## src/rtl/shift_seq_ctrl_if.sv

```systemverilog
// Request/result bundle between the control unit (master) and the shift sequencer (slave).
interface shift_seq_ctrl_if #(
    parameter int WIDTH = 32,
    parameter int CNT_W = 5
);
    logic             start;
    logic [1:0]       op;
    logic [CNT_W-1:0] shamt;
    logic [WIDTH-1:0] din;
    logic             busy;
    logic             done;
    logic [WIDTH-1:0] dout;

    modport master (
        output start, op, shamt, din,
        input  busy, done, dout
    );

    modport slave (
        input  start, op, shamt, din,
        output busy, done, dout
    );
endinterface

```

## src/rtl/shift_seq_ctrl.sv

```systemverilog
// Multi-cycle SLL/SRL/SRA sequencer applying one 1-bit step per clock.
// Optional rotate-right (op=11) is built only when SHIFT_ROT_EN is defined.
module shift_seq_ctrl #(
    parameter int WIDTH = 32,
    parameter int CNT_W = 5
) (
    input  logic             clk,
    input  logic             rst_n,
    shift_seq_ctrl_if.slave  bus
);
    typedef enum logic [1:0] {
        S_IDLE  = 2'd0,
        S_SHIFT = 2'd1,
        S_DONE  = 2'd2
    } state_t;

    state_t           state_q, state_d;
    logic [WIDTH-1:0] dout_q, dout_d;
    logic [CNT_W-1:0] count_q, count_d;
    logic [1:0]       op_q, op_d;
    logic [WIDTH-1:0] step_val;
    logic             no_shift;

    always_comb begin
        step_val = dout_q;
        case (op_q)
            2'b00: step_val = {dout_q[WIDTH-2:0], 1'b0};
            2'b01: step_val = {1'b0, dout_q[WIDTH-1:1]};
            2'b10: step_val = {dout_q[WIDTH-1], dout_q[WIDTH-1:1]};
            2'b11: begin
`ifdef SHIFT_ROT_EN
                step_val = {dout_q[0], dout_q[WIDTH-1:1]};
`else
                step_val = dout_q;
`endif
            end
            default: step_val = dout_q;
        endcase
    end

    // Without rotate support, op=11 completes like a zero-amount request.
    always_comb begin
`ifdef SHIFT_ROT_EN
        no_shift = (bus.shamt == '0);
`else
        no_shift = (bus.shamt == '0) || (bus.op == 2'b11);
`endif
    end

    always_comb begin
        state_d = state_q;
        dout_d  = dout_q;
        count_d = count_q;
        op_d    = op_q;
        case (state_q)
            S_IDLE: begin
                if (bus.start) begin
                    op_d   = bus.op;
                    dout_d = bus.din;
                    if (no_shift) begin
                        count_d = '0;
                        state_d = S_DONE;
                    end else begin
                        count_d = bus.shamt;
                        state_d = S_SHIFT;
                    end
                end
            end
            S_SHIFT: begin
                dout_d = step_val;
                if (count_q != '0) begin
                    count_d = count_q - CNT_W'(1);
                end
                if (count_q <= CNT_W'(1)) begin
                    state_d = S_DONE;
                end
            end
            S_DONE: begin
                state_d = S_IDLE;
            end
            default: begin
                state_d = S_IDLE;
            end
        endcase
    end

    always_ff @(posedge clk or negedge rst_n) begin
        if (!rst_n) begin
            state_q <= S_IDLE;
            dout_q  <= '0;
            count_q <= '0;
            op_q    <= 2'b00;
        end else begin
            state_q <= state_d;
            dout_q  <= dout_d;
            count_q <= count_d;
            op_q    <= op_d;
        end
    end

    assign bus.busy = (state_q != S_IDLE);
    assign bus.done = (state_q == S_DONE);
    assign bus.dout = dout_q;
endmodule

```

## src/flat_wrapper.sv

```systemverilog
// flat-port wrapper written by rule: the top's interface ports become plain ports
module shift_seq_ctrl_flat 
#(
    parameter int WIDTH = 32,
    parameter int CNT_W = 5
)
  (clk, rst_n, bus_start, bus_op, bus_shamt, bus_din, bus_busy, bus_done, bus_dout);
  shift_seq_ctrl_if #(.WIDTH(WIDTH), .CNT_W(CNT_W)) bus_i ();
  input  logic clk;
  input  logic rst_n;
  input wire logic [$bits(bus_i.start)-1:0] bus_start;
  input wire logic [$bits(bus_i.op)-1:0] bus_op;
  input wire logic [$bits(bus_i.shamt)-1:0] bus_shamt;
  input wire logic [$bits(bus_i.din)-1:0] bus_din;
  output wire logic [$bits(bus_i.busy)-1:0] bus_busy;
  output wire logic [$bits(bus_i.done)-1:0] bus_done;
  output wire logic [$bits(bus_i.dout)-1:0] bus_dout;
  assign bus_i.start = bus_start;
  assign bus_i.op = bus_op;
  assign bus_i.shamt = bus_shamt;
  assign bus_i.din = bus_din;
  assign bus_busy = bus_i.busy;
  assign bus_done = bus_i.done;
  assign bus_dout = bus_i.dout;
  shift_seq_ctrl #(.WIDTH(WIDTH), .CNT_W(CNT_W)) u_core (.clk(clk), .rst_n(rst_n), .bus(bus_i));
endmodule
```

## config.mk

```make
export PLATFORM = sky130hd
export DESIGN_NAME = shift_seq_ctrl_flat
export DESIGN_NICKNAME = d
export VERILOG_FILES = /design/src/rtl/shift_seq_ctrl_if.sv /design/src/rtl/shift_seq_ctrl.sv /design/src/flat_wrapper.sv
export SDC_FILE = /design/constraint.sdc
export NUM_CORES = 1
export LEC_CHECK = 0
export ABC_AREA = 1
export ABC_CLOCK_PERIOD_IN_PS = 3600
export CAP_MARGIN = 40
export CORE_MARGIN = 3
export CORE_UTILIZATION = 51
export CTS_CLUSTER_DIAMETER = 40
export DETAILED_ROUTE_END_ITERATION = 10
export GPL_TIMING_DRIVEN = 0
export PLACE_DENSITY = 0.85
export SLEW_MARGIN = 20
export SYNTH_ARGS = -nofsm -noshare
export SYNTH_HDL_FRONTEND = slang
export SYNTH_SLANG_ARGS = --single-unit
export TNS_END_PERCENT = 10
```

## constraint.sdc

```tcl
create_clock -name clk -period 3.6 [get_ports clk]
set_input_delay 1.08 -clock clk [delete_from_list [all_inputs] [get_ports clk]]
set_output_delay 1.08 -clock clk [all_outputs]
set_load 0.05 [all_outputs]
```

Word-level counts from Yosys, hierarchy flattened
Cells that the tools add are included.
{"block": "word_totals", "output_inout_bits": 34, "ff_bits": 41}
{"block": "op_classes", "n_lt_le_gt_ge": 1, "muxes": 11, "n_eq_ne": 11, "reduce_logical": 12, "add_sub_neg": 1}
{"cell": "$pmux W32 S3", "n": 1}
{"cell": "$pmux W32 S2", "n": 1}
{"cell": "$mux W32", "n": 1}
{"cell": "$mux W5", "n": 3}
{"cell": "$pmux W5 S2", "n": 1}
{"cell": "$eq A2 B2 Y1 const B", "n": 4}
{"cell": "$mux W2", "n": 3}
{"cell": "$ne A2 B2 Y1 const B", "n": 3}
{"cell": "$reduce_and A3 Y1", "n": 2}
{"cell": "$le A5 B1 Y1 const B", "n": 1}
{"cell": "$logic_not A5 Y1", "n": 1}
{"cell": "$reduce_bool A5 Y1", "n": 1}
{"cell": "$sub A5 B1 Y5 const B", "n": 1}
{"cell": "$eq A2 B1 Y1 const B", "n": 2}
{"cell": "$logic_not A2 Y1", "n": 2}
{"cell": "$ne A2 B1 Y1 const B", "n": 2}
{"cell": "$pmux W2 S2", "n": 1}
{"cell": "$reduce_and A2 Y1", "n": 2}
{"cell": "$reduce_and A4 Y1", "n": 1}
{"cell": "$reduce_bool A2 Y1", "n": 2}
{"cell": "$logic_or A1 B1 Y1", "n": 1}

Logic depth before layout (Yosys ltp)
Gate-level depths: netlist (run 1).
{"block": "logic_depth", "ltp_word": 5, "ltp_mapped": 9, "ltp_nobuf": 8}

Least setup slack after synthesis (run 1)
Ideal clock, no wire load.
{"block": "synth_timing", "path_type": "register to output", "startpoint": "register u_core.state_q[0]", "endpoint": "output port bus_done", "arrival_time_ps": 1073, "slack_ps": 1447, "path_stages_with_launch": 2, "n_path_buf": 0, "required_ps": 2520, "cell_sequence": "dfrtp_1 -> nor2_1"}
{"block": "synth_between", "elab_chain_len": 1}
{"item": "from (decl)", "line": "shift_seq_ctrl.sv:17", "rtl": "state_t state_q, state_d;"}
{"item": "from (signal assigned)", "line": "shift_seq_ctrl.sv:94", "rtl": "state_q <= state_d;"}
{"item": "$eq A2 B2 Y1", "line": "shift_seq_ctrl.sv:102", "rtl": "assign bus.done = (state_q == S_DONE);"}
{"item": "to (decl)", "line": "flat_wrapper.sv:16", "rtl": "output wire logic [$bits(bus_i.done)-1:0] bus_done;"}
Every way passes these cells.

Worst setup path in the final report (run 1)
{"block": "layout_timing", "startpoint": "register u_core.state_q[0]", "endpoint": "output port bus_busy"}
{"block": "layout_between", "elab_chain_len": 1}
{"item": "$reduce_bool A2 Y1", "line": "shift_seq_ctrl.sv:101", "rtl": "assign bus.busy = (state_q != S_IDLE);"}
{"item": "to (decl)", "line": "flat_wrapper.sv:15", "rtl": "output wire logic [$bits(bus_i.busy)-1:0] bus_busy;"}
Every way passes these cells.

==> summary by stage, run 1 <==
Drt
The via density per instance is 4.936. In the routed design, unresolved DRC markers number 0. Summed over all layers, the routed wires come to 6764 um.

The first TritonRoute pass finished after 4 iterations. The via total after detailed routing is 2715. The wire length per cell is 12.30 um.

The detailed router's first-iteration violation count is 165. The remaining number of nets flagged by the antenna check after routing is 0.

Timing
Across all setup checks in the final design, the least slack found is 0.8841 ns. The max-slew violation count is 0. The clock skew is 0.006874 ns. Setup repair after global routing left no endpoint under its margin. For the pin with the worst max-slew slack, the measured transition is 0.5391 ns. Summed over all failing endpoints, the final setup total negative slack is 0 ns.

For the finished layout, the period the worst path requires is 2.716 ns. The tightest hold path in the finished design has a slack of 0.5336 ns. The share of the cycle needed by the critical path after routing is 75.44%. The hold violation count in the final report is 0. Setup violations remaining at the end of the flow were counted as 0. The maximum frequency from static timing analysis is 368.2 MHz.

Measured against its own limit, the worst slew margin works out to 63.95%.

Critical path
The worst setup path is captured at an output port. The path length in cells of the critical path is 3. In this run the critical register-to-register path is launched from u_core.op_q[0]. STA puts the critical path data arrival time at 1.64 ns.

Traced cell by cell, the critical path runs through inv_2 -> nand2_1 -> clkdlybuf4s50_1. The worst register-to-register path has a setup slack of 1.82 ns. By startpoint and endpoint, the worst setup path is classified as register to output port. In this design, the stage delay of the slowest critical-path cell is 0.79 ns.

STA classifies the critical path startpoint as a register. On the critical path, the stage with the largest delay is an instance of sky130_fd_sc_hd__clkdlybuf4s50_1. In this design, the largest share of critical-path delay is due to buffers and inverters. Counting both buffers and inverters, the worst setup path holds a total of 2. For the worst setup path, the data required time is 2.52 ns. The endpoint identified for the worst register-to-register timing path is u_core.bus.dout[16]. The cell depth of the worst flop-to-flop path is 8.

Of all nets on the critical path, the largest fanout is 4.

Worst hold path
The path category of the worst min-delay check is register to register. The worst hold path stage count is 2. The startpoint identified for the worst hold timing path is u_core.bus.dout[3]. The worst hold path terminates at u_core.bus.dout[3].

Global routing
The final global-route overflow total is 0. The wire length of the first global-routing pass is 11740 um. The via count of the first global-routing pass came to 2589. Global routing used 24.17% of the available tracks. The number of antenna violations at the first check in global routing was 0. The pin count of the biggest net entering global routing is 27.

Clock tree
The clock latency on the worst-skew pair is 0.29 ns. After clock tree synthesis, the repair step resized 0 gates. TritonCTS built the clock tree. No sink is reached through more buffers than the 2 on the longest clock path. The total clock buffers created by CTS is 5. The clock root buffer is sky130_fd_sc_hd__clkbuf_8. The post-CTS clock slew at the launch and capture registers of the worst setup and hold paths is 0.08 ns. The number of hold buffers added after CTS was 0. The number of setup buffers added after CTS is 0. The H-tree generated during clock tree synthesis spans 2 levels. The number of sinks on the clock net is 41.

Synthesis
Dividing the synthesized area by the synthesized cell count gives 6.435 um2. The share of flip-flops with an asynchronous set or reset is 100.0%. The commonest cells after synthesis are sky130_fd_sc_hd__nand2_1 (187), sky130_fd_sc_hd__nor2_1 (69), sky130_fd_sc_hd__dfrtp_1 (41), sky130_fd_sc_hd__a21oi_1 (32), sky130_fd_sc_hd__inv_1 (13).

The number of flops mapped to enable cells by yosys is 0. The share of the Yosys chip area taken by registers is 39.96%. The share of the synthesized area in the top cell type is 39.96%.

Sorting the synthesized cells by area gives the leading types as sky130_fd_sc_hd__dfrtp_1 (40%), sky130_fd_sc_hd__nand2_1 (27%), sky130_fd_sc_hd__nor2_1 (10%). Among all cell types in the netlist, the one instantiated most often is sky130_fd_sc_hd__nand2_1. Counting every instance in the synthesized netlist gives 399.

The distinct cell type count after synthesis is 22. After synthesis the netlist holds a flip-flop and latch count of 41. For this run, the leading register cell type out of synthesis is sky130_fd_sc_hd__dfrtp_1. Of all cell types, the one taking the most synthesized area is sky130_fd_sc_hd__dfrtp_1. The net count after synthesis is 446. After synthesis the cells add up to 2567 um2. The count of yosys warnings during synthesis is 0.

Floorplan
The die height is 76.95 um. The initialized floorplan defines 25 standard-cell rows. In this run the standard cell core region covers 4786 um2. The initial utilization of the core area, before any placement, comes to 53.65%. Pin placement for this block handled 76 I/O pins. The x dimension of the die is 76.95 um. The die area is 5921 um2.

Placement
The count of buffers inserted at the top-level ports is 75. The worst setup slack before clock tree synthesis is 1.190 ns. The global placement routability congestion is 0.9006. The detailed placer's ending HPWL is 4942 um.

Finish
The fraction of final layout cells with drive strength greater than 1 is 6.004%. In the final design database the tool counted 529 nets. The number of antenna diodes is 0.

Relative to the synthesized area, the layout overhead comes to 36.21%.

Run
The number of maximum-capacitance constraint violations is 0.

Status
The flow ran to the end, and the final reports show no timing, DRC or antenna violations.
-- layout by cell type, fill, tap and decap left out, drive strengths merged --
| cell type | synthesis | layout |
|---|---|---|
| nand3 | 12 | 12 |
| o21bai | 1 | 1 |
| nor2 | 70 | 70 |
| o21ai | 9 | 9 |
| ha | 5 | 5 |
| o21a | 1 | 1 |
| buf | 14 | 16 |
| clkdlybuf4s50 | 0 | 74 |
| nand4 | 1 | 1 |
| a21oi | 32 | 32 |
| xnor2 | 1 | 1 |
| dfrtp | 41 | 41 |
| inv | 16 | 16 |
| nand2 | 189 | 189 |
| clkbuf | 6 | 14 |
| a21boi | 1 | 1 |
-- tightest hold or removal path, cell delays in order (launching register included) --
cell and delay, ns:
sky130_fd_sc_hd__dfrtp_1 0.39, sky130_fd_sc_hd__nand2_1 0.06, sky130_fd_sc_hd__nand2_1 0.05
-- area by class of cell --
cell class,instances,area [um2]
buffer,20,127.6
clock buffer,8,80.08
fill,424,1289
inverter,16,60.06
multi-input combinational,322,1354
sequential,41,1026
tap,67,83.83
timing repair buffer,76,765.7
-- state kept, by name, summed over array words and instances, names as in the netlist --
register	count
u_core.bus.dout	32
u_core.count_q	5
u_core.op_q	2
u_core.state_q	2
-- kinds of logic after synthesis --
kind of cell	after synthesis	share of synthesized area (%)
and+or+nand+nor	272	40.94
AOI/OAI and AO/OA	44	9.016
DFF	41	39.96
buffers and inverters	36	7.310
adders and majority gates	5	2.437
xor gates and xnor gates	1	0.3412
-- worst max path at each step --
stage | startpoint | end
final | u_core.state_q[0] | bus_busy
after floorplan | u_core.state_q[0] | bus_done
after global placement | rst_n | u_core.count_q[4]
after CTS | u_core.state_q[0] | bus_busy
after detailed placement | u_core.state_q[0] | bus_busy
after global routing | u_core.state_q[0] | bus_done
-- metal layers --
layer  wire length (um)  GRT usage, %  up-vias
met2               3266         40.51       88
li1                   -             -     1399
met1               2975         30.42     1217
met5                  0             0        -
met3                392         5.986       11
met4                130         8.152        0
-- stage by stage --
stage                     std cells  instance area [um2]  util [%]
after floorplan                 399                 2567         -
after global placement          541                 3402     71.09
after detailed placement        542                 3417     71.40
after CTS                       550                 3497     73.07
after global routing            550                 3497     73.07
final                           550                 3497     73.07
Power of run 1 is left out: the tool's default activity adds up to more than one toggle a clock period on the data nets, which glitch-free logic cannot reach.
==> run 2, diff against run 1 <==
ABC_CLOCK_PERIOD_IN_PS = 2600   (was 3600)
CORE_UTILIZATION = 48   (was 51)
PLACE_DENSITY = 0.81   (was 0.85)
clock period = 2.6 ns   (was 3.6 ns; I/O delays follow)
==> run 2 against run 1 <==
Critical endpoint unchanged; global-route usage is 0.50 points lower; worst hold slack got worse by 0.11 ns; final area increased by 0.18%; via count is 3.1% higher; clock-buffer cell count fell by 1; routed wire length is 3.7% higher; cell count fell by 0.18%; sequential share of layout area is 0.052 points lower; die area is 5.8% higher; largest cell class unchanged; register-to-register slack got worse by 1.0 ns; non-clock buffer count unchanged; critical path depth did not move.
==> summary by stage, run 2 (synthesized netlist as in run 1, its figures left out) <==
Status
The run finished with clean final reports.

Global routing
The global routing usage on met1 was 29.87% (-0.55 points). The met2 global-route usage is 40.99% (+0.49 points). The pin count of the biggest net entering global routing is 25 (-7.4%). The number of antenna violations at the first check in global routing is 0 (unchanged). The fraction of met3 tracks used by global routing was 5.215% (-0.77 points).

The layer flagged by global routing as most heavily used is met2. The final global-route overflow total was 0 (unchanged). The global router's overall resource usage was 23.67% (-0.50 points). The via count of the first global-routing pass is 2660 (+2.7%).

The wire length of the first global-routing pass was 11900 um (+1.4%).

Finish
The number of antenna diodes is 0 (unchanged). The flip-flop count of the largest register, all copies and words added was 32 (unchanged). The fraction of final layout cells with drive strength greater than 1 came to 6.224% (+0.22 points). The layout net count was 529 (unchanged). Compared with the post-synthesis result, the final layout area differs by 36.45%.

Leaving out fill and tap cells, the most frequent cell in the layout is sky130_fd_sc_hd__nand2_1. The summed area of non-filler cells in the final layout is 3503 um2 (+0.18%). In the layout the commonest cells are sky130_fd_sc_hd__nand2_1 (187), sky130_fd_sc_hd__clkdlybuf4s50_1 (74), sky130_fd_sc_hd__nor2_1 (69).

Clock tree
The number of post-CTS setup repair buffers came to 0 (unchanged). The cell sitting at the root of the clock tree is a sky130_fd_sc_hd__clkbuf_8. The post-cts sizing count was 0 (unchanged). The post-CTS clock slew at the launch and capture registers of the worst setup and hold paths was 0.08 ns (about the same).

The clock tree from TritonCTS is done. The number of buffers inserted by hold repair at cts is 0 (unchanged). The clock latency on the worst-skew pair is 0.29 ns (about the same). The total clock buffers created by CTS was 5 (unchanged). The worst-case clock buffer depth came to 2 (unchanged).

The number of levels the H-tree was split into is 2 (unchanged). The number of sinks on the clock net is 41 (unchanged).

Critical path
The required time of the critical path came to 1.82 ns (-0.70 ns). The highest cell delay on the worst timing path is 0.80 ns (about the same). The startpoint type of the worst setup path is a register. The reg2reg setup slack is 0.82 ns (-1.00 ns). The worst register-to-register path begins at u_core.op_q[0]. The count of buffering cells on the critical path with inverters included came to 2 (unchanged). The type of the worst setup path is register to output port.

The arrival time at the worst endpoint is 1.65 ns (about the same). The slowest cell on the critical path is sky130_fd_sc_hd__clkdlybuf4s50_1. The sort of element at the end of the critical path is an output port. The largest driver fanout on the critical path is 4 (unchanged). In this run the critical register-to-register path is captured at u_core.bus.dout[15]. The cell depth of the worst flop-to-flop path is 8 (unchanged).

The kind of cell with the highest combined delay along the critical path is buffers and inverters. The critical path goes through inv_2 -> nand2_1 -> clkdlybuf4s50_1.

Drt
The wire length per cell is 12.78 um (+3.9%). The via total after detailed routing was 2798 (+3.1%). The number of design rule violations left after detail routing is 0 (unchanged). The total routed wirelength is 7014 um (+3.7%). The via density per instance was 5.097 (+3.2%). The detailed router's first-iteration violation count was 122 (-26%). The detailed-routing iteration count for the pre-antenna-repair pass came to 5 (+1). The remaining number of nets flagged by the antenna check after routing is 0 (unchanged).

Worst hold path
The path category of the worst min-delay check is input port to asynchronous set/reset pin.

Timing
Based on the critical path, the design can be clocked at up to 411.1 MHz. Dividing the final minimum period by the clock period gives 93.56%. The max-slew violation count was 0 (unchanged). The transition time at the pin with the least slew margin is 0.5186 ns (-0.02054 ns). The number of endpoints failing setup at the final stage is 0 (unchanged). The final critical path time including I/O delays and setup is 2.432 ns. Setup repair after global routing left no endpoint under its margin.

The clock skew is 0.004691 ns (-0.002183 ns). The worst-case setup margin in the final layout is 0.1676 ns (-0.7165 ns). The hold violation count in the final report came to 0 (unchanged). The worst slew margin relative to its limit was 65.32% (+1.4 points).

Placement
The global placement routability congestion is 0.8772 (-2.6%). The count of buffers inserted at the top-level ports is 75 (unchanged). The worst setup slack before clock tree synthesis is 0.4780 ns (-0.7118 ns).

The detailed placer's ending HPWL was 5235 um (+5.9%). The cell area reported after detailed placement is 3417 um2 (unchanged).

Floorplan
The number of core rows is 25 (unchanged). The x dimension of the die is 79.14 um (+2.8%). The placeable core area is 4942 um2 (+3.3%). The die area was 6262 um2 (+5.8%). The initial core utilization was 51.95% (-1.7 points). The number of placed I/O pins is 76 (unchanged). The die height is 79.14 um (+2.8%).

Run
The number of maximum-capacitance constraint violations was 0 (unchanged).
run 2: cell count changes in the layout (fill, tap and decap cells not counted), sizes merged:
| cell | delta |
|---|---|
| clkbuf | -1 |
run 2: per-layer routing:
metal	part of all wire (%)	wire (um)
met1	43	3042
met2	49	3427
met3	6.8	475
met4	1.0	70
met5	0	0
run 2: metrics by stage:
stage / hold WS, ns / instances / utilization, % / TNS (ns)
2_1_floorplan: 0.4844 / 399 / - / 0
3_3_place_gp: 0.5148 / 541 / 68.84 / -15.01
3_5_place_dp: 0.5140 / 542 / 69.14 / 0
4_1_cts: 0.4384 / 549 / 70.89 / 0
5_1_grt: 0.4469 / 549 / 70.89 / 0
6_report: 0.4283 / 549 / 70.89 / 0
run 2: worst max-delay path by stage:
stage,start,endpoint,depth (start not counted)
global placement,rst_n,u_core.bus.dout[6],1
global route,u_core.state_q[0],bus_busy,3
finish,u_core.state_q[0],bus_busy,3
CTS,u_core.state_q[0],bus_busy,3
floorplan,u_core.state_q[0],bus_done,1
detailed placement,u_core.state_q[0],bus_busy,3
run 2: layout make-up:
type	count	area, um2
fill	471	1439
buffer	20	127.6
timing repair buffer	76	765.7
clock buffer	7	86.33
multi-input combinational	322	1354
inverter	16	60.06
tap	67	83.83
sequential	41	1026
Power of run 2 is left out for the same reason.
==> run 3, diff against run 2 <==
ABC_CLOCK_PERIOD_IN_PS = 2700   (was 2600)
REMOVE_ABC_BUFFERS = 1   (was default)
clock period = 2.7 ns   (was 2.6 ns; I/O delays follow)
==> run 3 against run 2 <==
Die area is the same; cell count fell by 3.1%; clock-buffer cell count is the same; non-clock buffer count down 17; critical path depth unchanged; core utilization decreased by 0.76 points; setup slack better by 0.046 ns; via count is 4.7% lower; first-iteration DRC count grew 17%; global-route usage decreased by 1.8 points; critical path type unchanged; critical endpoint is now bus_done; highest routed layer unchanged.
==> summary by stage, run 3 (synthesized netlist as in run 1, its figures left out) <==
Status
The run finished with clean final reports.

Run
The number of maximum-capacitance constraint violations is 0 (unchanged).

Drt
The wire length per cell is 12.34 um (-3.4%). The via total after detailed routing came to 2666 (-4.7%). The detailed router's first-iteration violation count is 143 (+17%).

The remaining number of nets flagged by the antenna check after routing is 0 (unchanged). The total routed wirelength is 6563 um (-6.4%). The via density per instance is 5.011 (-1.7%). The number of design rule violations left after detail routing is 0 (unchanged).

The detailed-routing iteration count for the pre-antenna-repair pass is 4 (-1).

Clock tree
The worst-case clock buffer depth is 2 (unchanged). The clock tree from TritonCTS is done. The number of sinks on the clock net is 41 (unchanged).

The number of buffers inserted by hold repair at cts was 0 (unchanged). The clock latency on the worst-skew pair is 0.29 ns (about the same). The clock root buffer is sky130_fd_sc_hd__clkbuf_8. The post-cts sizing count came to 0 (unchanged). The total clock buffers created by CTS is 5 (unchanged). The post-CTS clock slew at the launch and capture registers of the worst setup and hold paths is 0.08 ns (about the same). The number of post-CTS setup repair buffers is 0 (unchanged). The number of levels the H-tree was split into is 2 (unchanged).

Global routing
The wire length of the first global-routing pass came to 11210 um (-5.9%). The number of antenna violations at the first check in global routing came to 0 (unchanged). The pin count of the biggest net entering global routing is 40 (+60%). The via count of the first global-routing pass is 2536 (-4.7%). The global router's overall resource usage was 21.86% (-1.8 points). The final global-route overflow total came to 0 (unchanged).

Floorplan
The number of placed I/O pins came to 76 (unchanged). The placeable core area is 4942 um2 (unchanged). The die height is 79.14 um (unchanged). The initial core utilization is 51.95% (unchanged). The x dimension of the die is 79.14 um (unchanged). The die area was 6262 um2 (unchanged).

The number of core rows is 25 (unchanged).

Timing
The number of endpoints failing setup at the final stage came to 0 (unchanged). The clock skew was 0.006073 ns (+0.001382 ns). The final critical path time including I/O delays and setup is 2.487 ns. The total negative slack came to 0 ns (unchanged). The hold violation count in the final report was 0 (unchanged). The worst slew margin relative to its limit is 52.18% (-13 points). The final critical path takes up 92.09% of the cycle. The transition time at the pin with the least slew margin was 0.7148 ns (+0.1962 ns). Derived from the worst setup path, the maximum achievable clock frequency is 402.2 MHz. Setup repair after global routing left no endpoint under its margin.

The max-slew violation count is 0 (unchanged). The worst-case setup margin in the final layout is 0.2135 ns (+0.04590 ns).

Critical path
The count of buffering cells on the critical path with inverters included came to 2 (unchanged). The gate family responsible for the most delay along the worst path is buffers and inverters. The largest driver fanout on the critical path is 5 (+1). The cell depth of the worst flop-to-flop path came to 8 (unchanged). In this run the critical register-to-register path is captured at u_core.bus.dout[28]. STA classifies the critical path startpoint as a register.

The highest cell delay on the worst timing path is 0.80 ns (about the same). The slowest cell on the critical path is sky130_fd_sc_hd__clkdlybuf4s50_1. The signal on the critical path passes through inv_2 -> nor2_1 -> clkdlybuf4s50_1. The arrival time at the worst endpoint is 1.68 ns (+0.03 ns).

In this run the critical register-to-register path is launched from u_core.state_q[1]. The reg2reg setup slack is 0.60 ns (-0.22 ns). The required time of the critical path is 1.89 ns (+0.07 ns). The type of the worst setup path is register to output port. The sort of element at the end of the critical path is an output port.

Finish
The summed area of non-filler cells in the final layout is 3466 um2 (-1.1%). The fraction of final layout cells with drive strength greater than 1 is 4.301% (-1.9 points). The flip-flop count of the largest register, all copies and words added is 32 (unchanged). In the layout the commonest cells are sky130_fd_sc_hd__nand2_1 (187), sky130_fd_sc_hd__clkdlybuf4s50_1 (74), sky130_fd_sc_hd__nor2_1 (68). The layout net count is 512 (-3.2%).

The number of antenna diodes is 0 (unchanged). The area growth from synthesis to layout is 34.99%. The most common library cell in the layout ignoring fill and taps is sky130_fd_sc_hd__nand2_1. The number of fillers in the final layout is 455 (-3.4%).

Worst hold path
The path category of the worst min-delay check is input port to asynchronous set/reset pin.

Placement
The count of buffers inserted at the top-level ports is 75 (unchanged). The global placement routability congestion was 0.8703 (-0.79%). The detailed placer's ending HPWL is 4716 um (-9.9%). The cell area reported after detailed placement was 3379 um2 (-1.1%). The worst setup slack before clock tree synthesis was 0.2981 ns (-0.1799 ns).
==> run 3: changes by cell type in the layout (fill, tap and decap cells not counted), moves of 2 or more <==
cell	change
sky130_fd_sc_hd__buf_2	-6
sky130_fd_sc_hd__buf_6	-4
sky130_fd_sc_hd__nor2_4	+2
sky130_fd_sc_hd__buf_4	-4
sky130_fd_sc_hd__buf_16	+3
sky130_fd_sc_hd__clkbuf_1	-6
==> run 3: layout make-up <==
type	instances	area [um2]	area share, %
clock buffers	7	86.33	2.491
inverters	16	60.06	1.733
multi-input cells	322	1366	39.42
flip-flops and latches	41	1026	29.60
well taps	67	83.83	2.419
repair buffers	79	843.3	24.33
==> run 3: worst max-delay path by stage <==
stage                                     end               from  slack, ns  cells past startpoint
after floorplan            u_core.bus.dout[0]     u_core.op_q[0]       0.28                      7
after global placement     u_core.bus.dout[0]     u_core.op_q[0]      -0.55                      7
after detailed placement  u_core.bus.dout[28]          bus_start       0.30                      8
after CTS                            bus_busy  u_core.state_q[0]       0.20                      3
after global routing                 bus_busy  u_core.state_q[0]       0.14                      3
final                                bus_done  u_core.state_q[1]       0.21                      3
==> run 3: per-stage QoR <==
step                      util (%)  instances  hold WS, ns
final                        70.13        532       0.4826
after global routing         70.13        532       0.5141
after CTS                    70.13        532       0.4957
after detailed placement     68.38        525       0.5179
after global placement       66.25        521       0.4893
after floorplan                  -        379       0.4974
==> run 3: layer usage <==
metal  global-route usage, %  part of all wire, %
met5                       0                    0
met3                   3.061                  5.4
met1                   27.09                   44
met4                   8.419                  1.7
met2                   38.30                   49
Power of run 3 is left out for the same reason.
